$ cat config.mk
export PLATFORM = sky130hd
export DESIGN_NAME = gte_mac_accum
export DESIGN_NICKNAME = d
export VERILOG_FILES = /design/src/rtl/gte_mac_accum.sv
export SDC_FILE = /design/constraint.sdc
export NUM_CORES = 1
export LEC_CHECK = 0
export ABC_AREA = 1
export CORE_MARGIN = 1
export CORE_UTILIZATION = 35
export CTS_CLUSTER_SIZE = 12
export DETAILED_ROUTE_END_ITERATION = 10
export SYNTH_ARGS = -nofsm -noshare
export SYNTH_HDL_FRONTEND = slang
export SYNTH_SLANG_ARGS = --single-unit
$ cat constraint.sdc
create_clock -name i_clk -period 7.6 [get_ports i_clk]
set_input_delay 1.52 -clock i_clk [delete_from_list [all_inputs] [get_ports i_clk]]
set_output_delay 1.52 -clock i_clk [all_outputs]
set_load 0.005 [all_outputs]
$ cat src/rtl/gte_mac_accum.sv
// GTE MAC accumulator: per-lane 44-bit accumulation of signed products seeded from a base vector,
// with sf shift, lm-dependent IR saturation and sticky MAC overflow flags on registered outputs.
module gte_mac_accum #(
    parameter int PROD_W     = 35,
    parameter int ACC_W      = 44,
    parameter int BASE_SHIFT = 12
) (
    input  logic                 i_clk,
    input  logic                 i_rst,
    input  logic                 i_valid,
    input  logic                 i_first,
    input  logic                 i_last,
    input  logic                 i_sf,
    input  logic                 i_lm,
    input  logic [PROD_W-1:0]    i_prod0,
    input  logic [PROD_W-1:0]    i_prod1,
    input  logic [PROD_W-1:0]    i_prod2,
    input  logic [31:0]          i_base0,
    input  logic [31:0]          i_base1,
    input  logic [31:0]          i_base2,
    output logic                 o_busy,
    output logic                 o_valid,
    output logic [31:0]          o_mac0,
    output logic [31:0]          o_mac1,
    output logic [31:0]          o_mac2,
    output logic [15:0]          o_ir0,
    output logic [15:0]          o_ir1,
    output logic [15:0]          o_ir2,
    output logic [8:0]           o_flags
);

    typedef enum logic {IDLE, ACCUM} state_t;

    state_t            state;
    logic [ACC_W-1:0]  acc_q   [3];
    logic [2:0]        pos_q;
    logic [2:0]        neg_q;
    logic [31:0]       mac_q   [3];
    logic [15:0]       ir_q    [3];
    logic [8:0]        flags_q;
    logic              valid_q;

    logic [PROD_W-1:0] prod    [3];
    logic [31:0]       base    [3];
    logic [ACC_W-1:0]  acc_new [3];
    logic [2:0]        pos_new;
    logic [2:0]        neg_new;
    logic [31:0]       mac_new [3];
    logic [15:0]       ir_new  [3];
    logic [2:0]        sat_new;
    logic              take;
    logic              finish;

    assign prod[0] = i_prod0;
    assign prod[1] = i_prod1;
    assign prod[2] = i_prod2;
    assign base[0] = i_base0;
    assign base[1] = i_base1;
    assign base[2] = i_base2;

    // Non-first steps are only meaningful inside an operation.
    assign take   = i_valid && (i_first || state == ACCUM);
    assign finish = take && i_last;

    always_comb begin
        logic [ACC_W-1:0]    src;
        logic [ACC_W:0]      sum;
        logic signed [31:0]  m;
        logic signed [31:0]  lo;
        pos_new = '0;
        neg_new = '0;
        sat_new = '0;
        lo      = i_lm ? 32'sd0 : -32'sd32768;
        for (int unsigned n = 0; n < 3; n++) begin
            src = i_first ? ({{(ACC_W-32){base[n][31]}}, base[n]} << BASE_SHIFT) : acc_q[n];
            sum = {src[ACC_W-1], src} + {{(ACC_W+1-PROD_W){prod[n][PROD_W-1]}}, prod[n]};
            pos_new[n] = !sum[ACC_W] &&  sum[ACC_W-1];
            neg_new[n] =  sum[ACC_W] && !sum[ACC_W-1];
            acc_new[n] = sum[ACC_W-1:0];
            mac_new[n] = i_sf ? acc_new[n][12 +: 32] : acc_new[n][31:0];
            m = $signed(mac_new[n]);
            if (m > 32'sd32767) begin
                ir_new[n]  = 16'h7FFF;
                sat_new[n] = 1'b1;
            end else if (m < lo) begin
                ir_new[n]  = lo[15:0];
                sat_new[n] = 1'b1;
            end else begin
                ir_new[n]  = m[15:0];
            end
        end
    end

    always_ff @(posedge i_clk) begin
        if (i_rst) begin
            state   <= IDLE;
            pos_q   <= '0;
            neg_q   <= '0;
            flags_q <= '0;
            valid_q <= 1'b0;
            for (int unsigned n = 0; n < 3; n++) begin
                acc_q[n] <= '0;
                mac_q[n] <= '0;
                ir_q[n]  <= '0;
            end
        end else begin
            valid_q <= finish;
            if (take) begin
                for (int unsigned n = 0; n < 3; n++) acc_q[n] <= acc_new[n];
                pos_q <= (i_first ? 3'b000 : pos_q) | pos_new;
                neg_q <= (i_first ? 3'b000 : neg_q) | neg_new;
                state <= i_last ? IDLE : ACCUM;
            end
            // Results are formed from this step's sum so o_valid lands one cycle after i_last.
            if (finish) begin
                for (int unsigned n = 0; n < 3; n++) begin
                    mac_q[n] <= mac_new[n];
                    ir_q[n]  <= ir_new[n];
                end
                flags_q <= {sat_new,
                            (i_first ? 3'b000 : neg_q) | neg_new,
                            (i_first ? 3'b000 : pos_q) | pos_new};
            end
        end
    end

    assign o_busy  = (state == ACCUM);
    assign o_valid = valid_q;
    assign o_mac0  = mac_q[0];
    assign o_mac1  = mac_q[1];
    assign o_mac2  = mac_q[2];
    assign o_ir0   = ir_q[0];
    assign o_ir1   = ir_q[1];
    assign o_ir2   = ir_q[2];
    assign o_flags = flags_q;

endmodule

# Word-level counts from Yosys, hierarchy flattened
# Memory sizes are Yosys's and may differ from the RTL's.
# Index checks and enable logic that the tools add are counted.
[word_totals]
reg_bits = 17
mem_bits_rw = 276
input_bits = 208
out_inout_bits = 155
word_cells = 82
mem_count = 3
[mem_list]
columns = ["name", "words", "width", "rd", "rd_ports_with_merged_regs", "write_ports", "line_no", "text"]
rows = [
  ["acc_q", 3, 44, 3, 0, 3, "35", "logic [ACC_W-1:0] acc_q [3];"],
  ["mac_q", 3, 32, 3, 0, 3, "38", "logic [31:0] mac_q [3];"],
  ["ir_q", 3, 16, 3, 0, 3, "39", "logic [15:0] ir_q [3];"],
]
[op_classes]
n_addsub = 3
n_lt_le_gt_ge = 6
muxes = 39
bitwise = 11
n_reduce_logical = 15
[ops]
columns = ["operator", "n"]
rows = [
  ["44-bit two-way mux", 6],
  ["32-bit two-way mux", 7],
  ["16-bit two-way mux", 9],
  ["44-bit by 35-bit adder with 45-bit output", 3],
  ["32-bit by 16-bit greater-than comparator with 1-bit output, second input constant", 3],
  ["32-bit less-than comparator", 3],
  ["1-bit two-way mux", 15],
  ["1-bit OR", 9],
  ["1-bit logical AND", 8],
  ["1-bit zero test", 6],
  ["3-bit two-way mux", 2],
  ["3-bit OR", 2],
  ["1-bit logical OR", 1],
]

# Longest topological paths before layout
# Gate-level depths: netlist of the first run.
[depth]
word_depth = 7
ltp_mapped = 36
ltp_nobuf = 33

# Worst setup path before layout of the first run
# No wires, ideal clock.
[synth_path]
path_type = "input to register"
startpoint = "in i_first"
endpoint = "reg flags_q[6] (netlist: o_flags[6])"
setup_ns = 0.118
t_arrival_ns = 6.518
required_ns = 7.482
setup_slack_ns = 0.964
cell_stages = 10
path_buffers = 1
path_cell_list = "clkbuf_1 -> o21ai_0 -> inv_1 -> nand2_1 -> nand2_1 -> clkinv_1 -> nand2_1 -> nand2_1 -> inv_1 -> nand2_1"
[synth_via]
elab_chain_cells = 6
word_cells_on_any_way = 10
cone_classes = "add/sub: 1; order compare: 2; mux: 4; reduce/logical: 3"
[synth_rtl]
columns = ["element", "line_no", "text"]
rows = [
  ["start, declared", "11", "input logic i_first,"],
  ["44-bit two-way mux", "75", "src = i_first ? ({{(ACC_W-32){base[n][31]}}, base[n]} << BASE_SHIFT) : acc_q[n];"],
  ["44-bit by 35-bit adder with 45-bit output", "76", "sum = {src[ACC_W-1], src} + {{(ACC_W+1-PROD_W){prod[n][PROD_W-1]}}, prod[n]};"],
  ["32-bit two-way mux", "80", "mac_new[n] = i_sf ? acc_new[n][12 +: 32] : acc_new[n][31:0];"],
  ["32-bit less-than comparator", "85", "end else if (m < lo) begin"],
  ["1-bit two-way mux", "85", ""],
  ["1-bit two-way mux", "82", "if (m > 32'sd32767) begin"],
  ["end signal, assigned", "120", "flags_q <= {sat_new,"],
  ["end, declared", "40", "logic [8:0] flags_q;"],
]
# Several ways; a longest one is shown, not always the timed one.
# A chain may end at the register's enable or synchronous reset.

==> results of run 1 <==
[flip-flops by register name, summed over array words and instances, names as in the netlist]
signal and count:
acc_q 132, ir_q 48, mac_q 96, neg_q 3, o_busy 1, o_flags 9, o_valid 1, pos_q 3
[worst min-delay path, cell delays in order (launching register included)]
cell     delay, ns
dfxtp_1       0.31
nand2_1       0.06
nand2_1       0.05
[cells in the mapped netlist, types with 14 or more instances]
cell	instances
o21ai_0	71
ha_1	180
nand2_1	1451
o21bai_1	18
nand3_1	210
xnor2_1	42
a21oi_1	201
nand4_1	24
nor2_1	415
inv_1	532
nor3_1	20
clkbuf_1	54
edfxtp_1	276
buf_1	14
dfxtp_1	17
nand2_2	20
[report_power, final]
part / leakage (nW) / internal, mW / switching, mW
Combinational: 11.8 / 0.711 / 1.36
Sequential: 3.08 / 1.92 / 0.0447
Clock: 0.644 / 1.20 / 0.791
Total: 15.5 / 3.83 / 2.19
[routing by layer]
layer	global-route usage	wire length [um]	vias to the layer above
met5	0	35	-
met4	0.07181	2474	6
met3	0.03485	5962	130
met2	0.4421	43800	770
met1	0.3605	43240	11441
li1	-	-	12473
[final cells by class]
| cell class | instances | area [um^2] | area share |
|---|---|---|---|
| repair buffers | 381 | 3781 | 0.1234 |
| flip-flops and latches | 293 | 8628 | 0.2816 |
| clock inverters | 22 | 359.1 | 0.01172 |
| well taps | 931 | 1165 | 0.03801 |
| diodes | 2 | 5.005 | 0.0001633 |
| inverters | 547 | 2064 | 0.06737 |
| multi-input cells | 2786 | 13660 | 0.4458 |
| clock buffers | 46 | 980.9 | 0.03201 |
[cell families after synthesis]
family,share of synthesized area
flip-flops,0.3497
AO/OA/AOI/OAI,0.07851
XOR/XNOR,0.02019
AND/OR/NAND/NOR,0.3607
buffers and inverters,0.09712
adder cells (fa/ha/maj),0.09373
[through the flow]
step           hold WS (ns)  setup WS (ns)  area, um^2
2_1_floorplan        0.4262         0.9642       24670
3_3_place_gp         0.4352         0.9158       29300
3_5_place_dp         0.4417         0.9289       29300
4_1_cts              0.4536          1.542       30640
5_1_grt              0.4764          1.027       30640
6_report             0.4547          1.471       30640
[path summary, 6_finish.rpt]
path,startpoint,end,slack (ns),cells after the start
worst max-delay path,i_first,ir_q[0][39],1.47,29
worst max register to register,acc_q[0][88],ir_q[0][39],2.90,24
worst min-delay path,pos_q[0],pos_q[0],0.45,2
worst min register to register,pos_q[0],pos_q[0],0.45,2
==> out/metrics.cfg, run 1 <==
[outcome]
status=complete, no violations

[cts]
cts_resized=0
cts.path.max_buffers=3
cts_htree_levels=2
clk_pin_slew_ns=0.06
cts_tree=yes
postCtsHoldBufs=0
root_buffer=clkbuf_16
post-cts-setup-buffers=0
clkLatencyLatePin_ns=0.59
cts_buffers=38
numClockSinks=293

[worst_setup_path]
cp.buffers_inverters=6
arrival_ns=6.45
cpPeakStageDelay_ns=0.61
path_delay_family=simple AND/OR/NAND/NOR gates
critPathMaxFanout=56
slowest_stage=inv_4
path_common_cell=nand2_1
worstSetupStartpointType=primary input
path_class=primary input to register
endpoint_kind=register
required_ns=7.92

[synth]
synth-edff-count=276
synth_ff_type=edfxtp_1
syn_nets=4095
syn_avg_cell_area_um2=6.660
syn_inst=3704
ys_ff_latch=293
netlist.area_leader.share=0.3360
yosysUniqueCellTypes=49
synth-seq-area-share=0.3497
synth.area.top_cells=edfxtp_1, nand2_1, ha_1, inv_1, nor2_1
synth_top_area_cell=edfxtp_1
yosysWarnings=0
synth_area_um2=24670
async_flop_share=0

[floorplanning]
placementRows=96
coreArea_um2=69190
io_pins=363
die_y_um=267.5
start_util=0.3566
die_w_um=267.5
die-area_um2=71550

[global_routing]
grt_pass1_vias=23998
grt_max_degree=90
grt_pass1_wl_mm=143.2
antenna_found_initial=5
grt_use_total=0.2659
grt_overflow=0

[timing]
finalCriticalPeriod_ns=6.129
relSlewSlack=0.2881
fin_skew_ns=0.02401
post-route-period-util=0.8064
finalSetupTns_ns=0
worst_pin_slew_ns=1.068
drv_slew=0
finalHoldViolCount=0
max_freq_ghz=0.1632
setup_violations=0
rsz0062_at_grt=no

[final_layout]
stdcell_count=5008
drive_above_1_share=0.03681
syn_to_final_growth_pct=24.22
final_common_cell=nand2_1
final_util=0.4429
final_cell_mix=nand2_1, inv_1, nor2_1, clkdlybuf4s50_1, edfxtp_1
layout.nets=4438
fillers=7335

[detailed_routing]
drt_first_pass_iters=6
routed_wl_mm=95.51
vias=24820
wl_per_cell_um=19.07
ant_nets=0
drc=0
drt_iter0_drc=1739
viasPerCell=4.956

[power_and_ir_drop]
ir_worst_vdd_mv=0.1372
p_leak_nw=15.48
powerDensity_nw_per_um2=196.4
total_power_mw=6.019

[placement]
io_buffers=362
place_inst=4938
place_hpwl_mm=75.78
gp_congestion=0.9809

[flow_run]
drv_cap=0

[min_path]
hold_path_class=register to register

Note: power is estimated with default switching activity, not from simulation.
==> run 2, diff against run 1 <==
==> constraint.sdc (replaced) <==
create_clock -name i_clk -period 5.3 [get_ports i_clk]
set_input_delay 1.06 -clock i_clk [delete_from_list [all_inputs] [get_ports i_clk]]
set_output_delay 1.06 -clock i_clk [all_outputs]
set_load 0.005 [all_outputs]
==> run 2 against run 1 <==
Compared with the run above:
- first-iteration DRC count is 16% higher
- worst hold slack gained 0.0016 ns
- count of clock-buffer cells in the layout rose by 1
- critical path depth shrank 1
- cell count is 4.5% higher
- via count increased by 3.4%
==> out/metrics.cfg, run 2 (synthesis gave the netlist of run 1 again) <==
[final_layout]
largest_reg_flops=132
diodes=0
final_common_cell=nand2_1
reg_top3=acc_q: 132 flops, mac_q: 96 flops, ir_q: 48 flops
final_area_um2=32430
fillers=7180
top_register=acc_q
stdcell_count=5234
layout.nets=4666
final_cell_mix=nand2_1, inv_1, nor2_1, clkdlybuf4s50_1, edfxtp_1
multi_input_area_um2=13670
syn_to_final_growth_pct=31.47
drive_above_1_share=0.08901
final-seq-area_um2=8628

[timing]
worst_pin_slew_ns=0.9417
finalWorstSetupSlack_ns=0.4128
setup_violations=0
fin_skew_ns=0.02388
relSlewSlack=0.3699
finalHoldViolCount=0
max_freq_ghz=0.2046
post-route-period-util=0.9221
rsz0062_at_grt=no
finalCriticalPeriod_ns=4.887
drv_slew=0
hold_ws_ns=0.4563

[detailed_routing]
viasPerCell=4.903
vias=25661
wl_met2_mm=45.65
routed_wl_mm=98.30
wl_met1_mm=44.52
drc=0
drt_first_pass_iters=6
drt_iter0_drc=2022
highest_layer=met4
wl_per_cell_um=18.78
wl_met3_mm=5.521
ant_nets=0

[global_routing]
grt_use_total=0.2715
grt_pass1_wl_mm=146.5
grt_pass1_vias=24964
grt_max_degree=81
antenna_found_initial=0
grt_overflow=0

[cts]
clk_pin_slew_ns=0.06
post-cts-setup-buffers=0
postCtsHoldBufs=0
cts.path.max_buffers=3
cts_resized=0
numClockSinks=293
root_buffer=clkbuf_16
cts_htree_levels=2
cts_buffers=37
cts_tree=yes
clkLatencyLatePin_ns=0.58

[floorplanning]
die-area_um2=71550
coreArea_um2=69190
placementRows=96
die_w_um=267.5
die_y_um=267.5
io_pins=363
start_util=0.3566

[placement]
place_inst=5167
dp_slack_ns=-0.08931
gp_congestion=0.9795
place_hpwl_mm=79.52
io_buffers=362
place_area_um2=31180

[power_and_ir_drop]
ir_worst_vdd_mv=0.1715
total_power_mw=8.872
p_leak_nw=16.60
powerDensity_nw_per_um2=273.5

[worst_setup_path]
path_class=primary input to register
critPathMaxFanout=26
required_ns=5.60
arrival_ns=5.19
worstSetupStartpointType=primary input
endpoint_kind=register
r2r_cells=27

[outcome]
status=complete, no violations

[flow_run]
drv_cap=0

[min_path]
hold_path_class=register to register
hold_depth=2

## run 2: cell count changes in the layout (fill, tap and decap cells not counted), sizes merged
cell,change
diode,-2
buf,+229
inv,+1
clkinvlp,+2
clkinv,-1
bufinv,-4
clkbuf,+1
## run 2: per-stage QoR
step	utilization	TNS, ns
2_1_floorplan	-	0
3_3_place_gp	0.4506	-1.023
3_5_place_dp	0.4506	-1.114
4_1_cts	0.4688	0
5_1_grt	0.4688	0
6_report	0.4688	0
## run 2: final cells by class
type | instances | area share
inverter | 547 | 0.06365
timing repair buffer | 610 | 0.1742
sequential | 293 | 0.2660
tap | 931 | 0.03592
multi-input combinational | 2786 | 0.4215
clock inverter | 20 | 0.006790
clock buffer | 47 | 0.03194
## run 2: report_power, final
| group | internal [mW] | switching (mW) |
|---|---|---|
| Clock | 1.58 | 1.08 |
| Combinational | 1.33 | 2.06 |
| Sequential | 2.75 | 0.0626 |
| Total | 5.66 | 3.21 |
## run 2: critical path: stages
cell      delay, ns
buf_4          0.16
buf_12         0.20
buf_4          0.17
nor2_1         0.05
ha_1           0.23
fa_1           0.42
nand3_1        0.10
nand3_1        0.21
nand2_1        0.12
nand2_1        0.13
nand2_1        0.09
nand2_1        0.08
nand2_1        0.09
nand3b_1       0.10
and2_1         0.22
nand2_1        0.09
nand2_1        0.13
ha_1           0.32
nand2_1        0.06
nor2_1         0.10
nand4_1        0.14
nor4_1         0.25
nand2_1        0.11
nand3_1        0.12
nand2_2        0.09
buf_12         0.15
nand2_1        0.09
nand2_2        0.05
## run 2: final timing paths
kind,slack (ns),to,start
setup / recovery,0.41,ir_q[0][6],i_first
hold reg to reg,0.46,pos_q[2],pos_q[2]
hold / removal,0.46,pos_q[2],pos_q[2]
setup reg to reg,0.97,ir_q[0][41],acc_q[0][110]
## run 2: routing by layer
layer  GRT usage  vias to the layer above
met5           0                        -
met4     0.07552                        0
met3     0.03034                      127
met2      0.4595                      822
met1      0.3640                    11795
li1            -                    12917
==> run 3, diff against run 2 <==
--- a/config.mk
+++ b/config.mk
@@ -8,8 +8,10 @@
 export ABC_AREA = 1
 export CORE_MARGIN = 1
 export CORE_UTILIZATION = 35
+export CTS_BUF_LIST = sky130_fd_sc_hd__clkbuf_4 sky130_fd_sc_hd__clkbuf_8
 export CTS_CLUSTER_SIZE = 12
 export DETAILED_ROUTE_END_ITERATION = 10
+export RECOVER_POWER = 25
 export SYNTH_ARGS = -nofsm -noshare
 export SYNTH_HDL_FRONTEND = slang
 export SYNTH_SLANG_ARGS = --single-unit
==> run 3 against run 2 <==
Compared with the run above:
- the flow now finishes with violations (capacitance limit, slew limit)
- fmax shrank 0.92%
- critical path depth is 20 lower
- utilization is 0.23 points lower
- sequential share of layout area rose by 0.13 points
- cell count increased by 0.61%
- clock power is 11% lower
- critical endpoint is now acc_q[0][122]
- largest cell class unchanged
==> out/metrics.cfg, run 3 (synthesis gave the netlist of run 1 again) <==
[floorplanning]
coreArea_um2=69190
die_w_um=267.5
start_util=0.3566
io_pins=363
die-area_um2=71550
placementRows=96
die_y_um=267.5

[global_routing]
met1_usage=0.3641
grt_use_total=0.2721
grt_max_degree=81
grt_pass1_wl_mm=147.0
antenna_found_initial=2
gr-usage-met2=0.4616
grt_overflow=0
met3_usage=0.03328
grt_pass1_vias=25110
busiest_layer=met2

[power_and_ir_drop]
power.share.combinational=0.394
ir_worst_vdd_mv=0.1498
powerDensity_nw_per_um2=265.2
p_switching_mw=3.213
sequentialPowerShare=0.328
p_leak_nw=16.71
clock_power_share=0.278
power.internal_mw=5.346
total_power_mw=8.560
power.share.switching=0.3754

[final_layout]
final_common_cell=nand2_1
largest_reg_flops=132
stdcell_count=5266
layout.nets=4683
syn_to_final_growth_pct=30.83
drive_above_1_share=0.09368
fillers=7226
final_cell_mix=nand2_1, inv_1, nor2_1, edfxtp_1, clkdlybuf4s50_1
top_register=acc_q
reg_top3=acc_q: 132 flops, mac_q: 96 flops, ir_q: 48 flops
final_util=0.4665
final_area_um2=32270

[worst_setup_path]
crit_start=i_first
required_ns=5.74
worstSetupStartpointType=primary input
critPathMaxFanout=43
arrival_ns=5.37
timing.rr.start=o_busy
path_class=primary input to register
endpoint_kind=register

[min_path]
hp-start=pos_q[2]
hold_path_class=register to register

[placement]
io_buffers=362
place_hpwl_mm=79.52
dp_slack_ns=-0.08931
place_inst=5167
gp_congestion=0.9795
place_area_um2=31180

[timing]
rsz0062_at_grt=no
setup_violations=0
worst_pin_slew_ns=2.150
finalSetupTns_ns=0
finalWorstSetupSlack_ns=0.3675
hold_ws_ns=0.4571
relSlewSlack=-0.4382
drv_slew=178
fin_skew_ns=0.04097
post-route-period-util=0.9307
max_freq_ghz=0.2027
finalCriticalPeriod_ns=4.932
finalHoldViolCount=0

[detailed_routing]
viasPerCell=4.885
drc=0
drt_iter0_drc=2125
vias=25725
wl_per_cell_um=18.71
ant_nets=0
drt_first_pass_iters=8
routed_wl_mm=98.51

[cts]
cts_htree_levels=2
clk_pin_slew_ns=0.06
cts_tree=yes
postCtsHoldBufs=0
post-cts-setup-buffers=0
numClockSinks=293
cts_resized=0
cts_buffers=54
root_buffer=clkbuf_8
clkLatencyLatePin_ns=0.70
cts.path.max_buffers=3

[flow_run]
drv_cap=3

[outcome]
violations=capacitance limit, slew limit
status=finished with violations

[run 3: cell type report]
cell class / instances / area [um^2] / share of cell area
Antenna cell: 1 / 2.502 / 0.00007753
Clock buffer: 72 / 878.3 / 0.02721
Clock inverter: 26 / 237.7 / 0.007366
Inverter: 547 / 2063 / 0.06393
Multi-Input combinational cell: 2786 / 13660 / 0.4231
Sequential cell: 293 / 8628 / 0.2673
Tap cell: 931 / 1165 / 0.03609
Timing Repair Buffer: 610 / 5644 / 0.1749
[run 3: critical path, cell delays in order]
cell	delay, ns
buf_4	0.16
buf_12	0.23
clkbuf_1	0.20
o21ai_0	0.12
nor2_1	0.60
clkinvlp_2	1.72
buf_4	0.84
a21oi_1	0.40
[run 3: path summary, 6_finish.rpt]
check                                endpoint  slack [ns]  depth (start not counted)
worst max-delay path            acc_q[0][122]        0.37                          8
worst min-delay path                 pos_q[2]        0.46                          2
worst max register to register  acc_q[0][122]        0.96                          5
worst min register to register       pos_q[2]        0.46                          2
[run 3: power groups by stage]
stage | sequential, mW | combinational (mW) | clock [mW]
after floorplan | 2.86 | 1.79 | 0
final | 2.81 | 3.38 | 2.38
after CTS | 2.81 | 3.37 | 2.43
after global routing | 2.83 | 3.71 | 2.52
after detailed placement | 2.85 | 3.35 | 0
after global placement | 2.85 | 3.35 | 0
[run 3: layer usage]
| metal | wire length (um) | vias up | share of wire |
|---|---|---|---|
| li1 | - | 12960 | - |
| met1 | 44370 | 11765 | 0.45 |
| met2 | 45840 | 865 | 0.47 |
| met3 | 5862 | 133 | 0.060 |
| met4 | 2421 | 2 | 0.025 |
| met5 | 13 | - | 0.00013 |
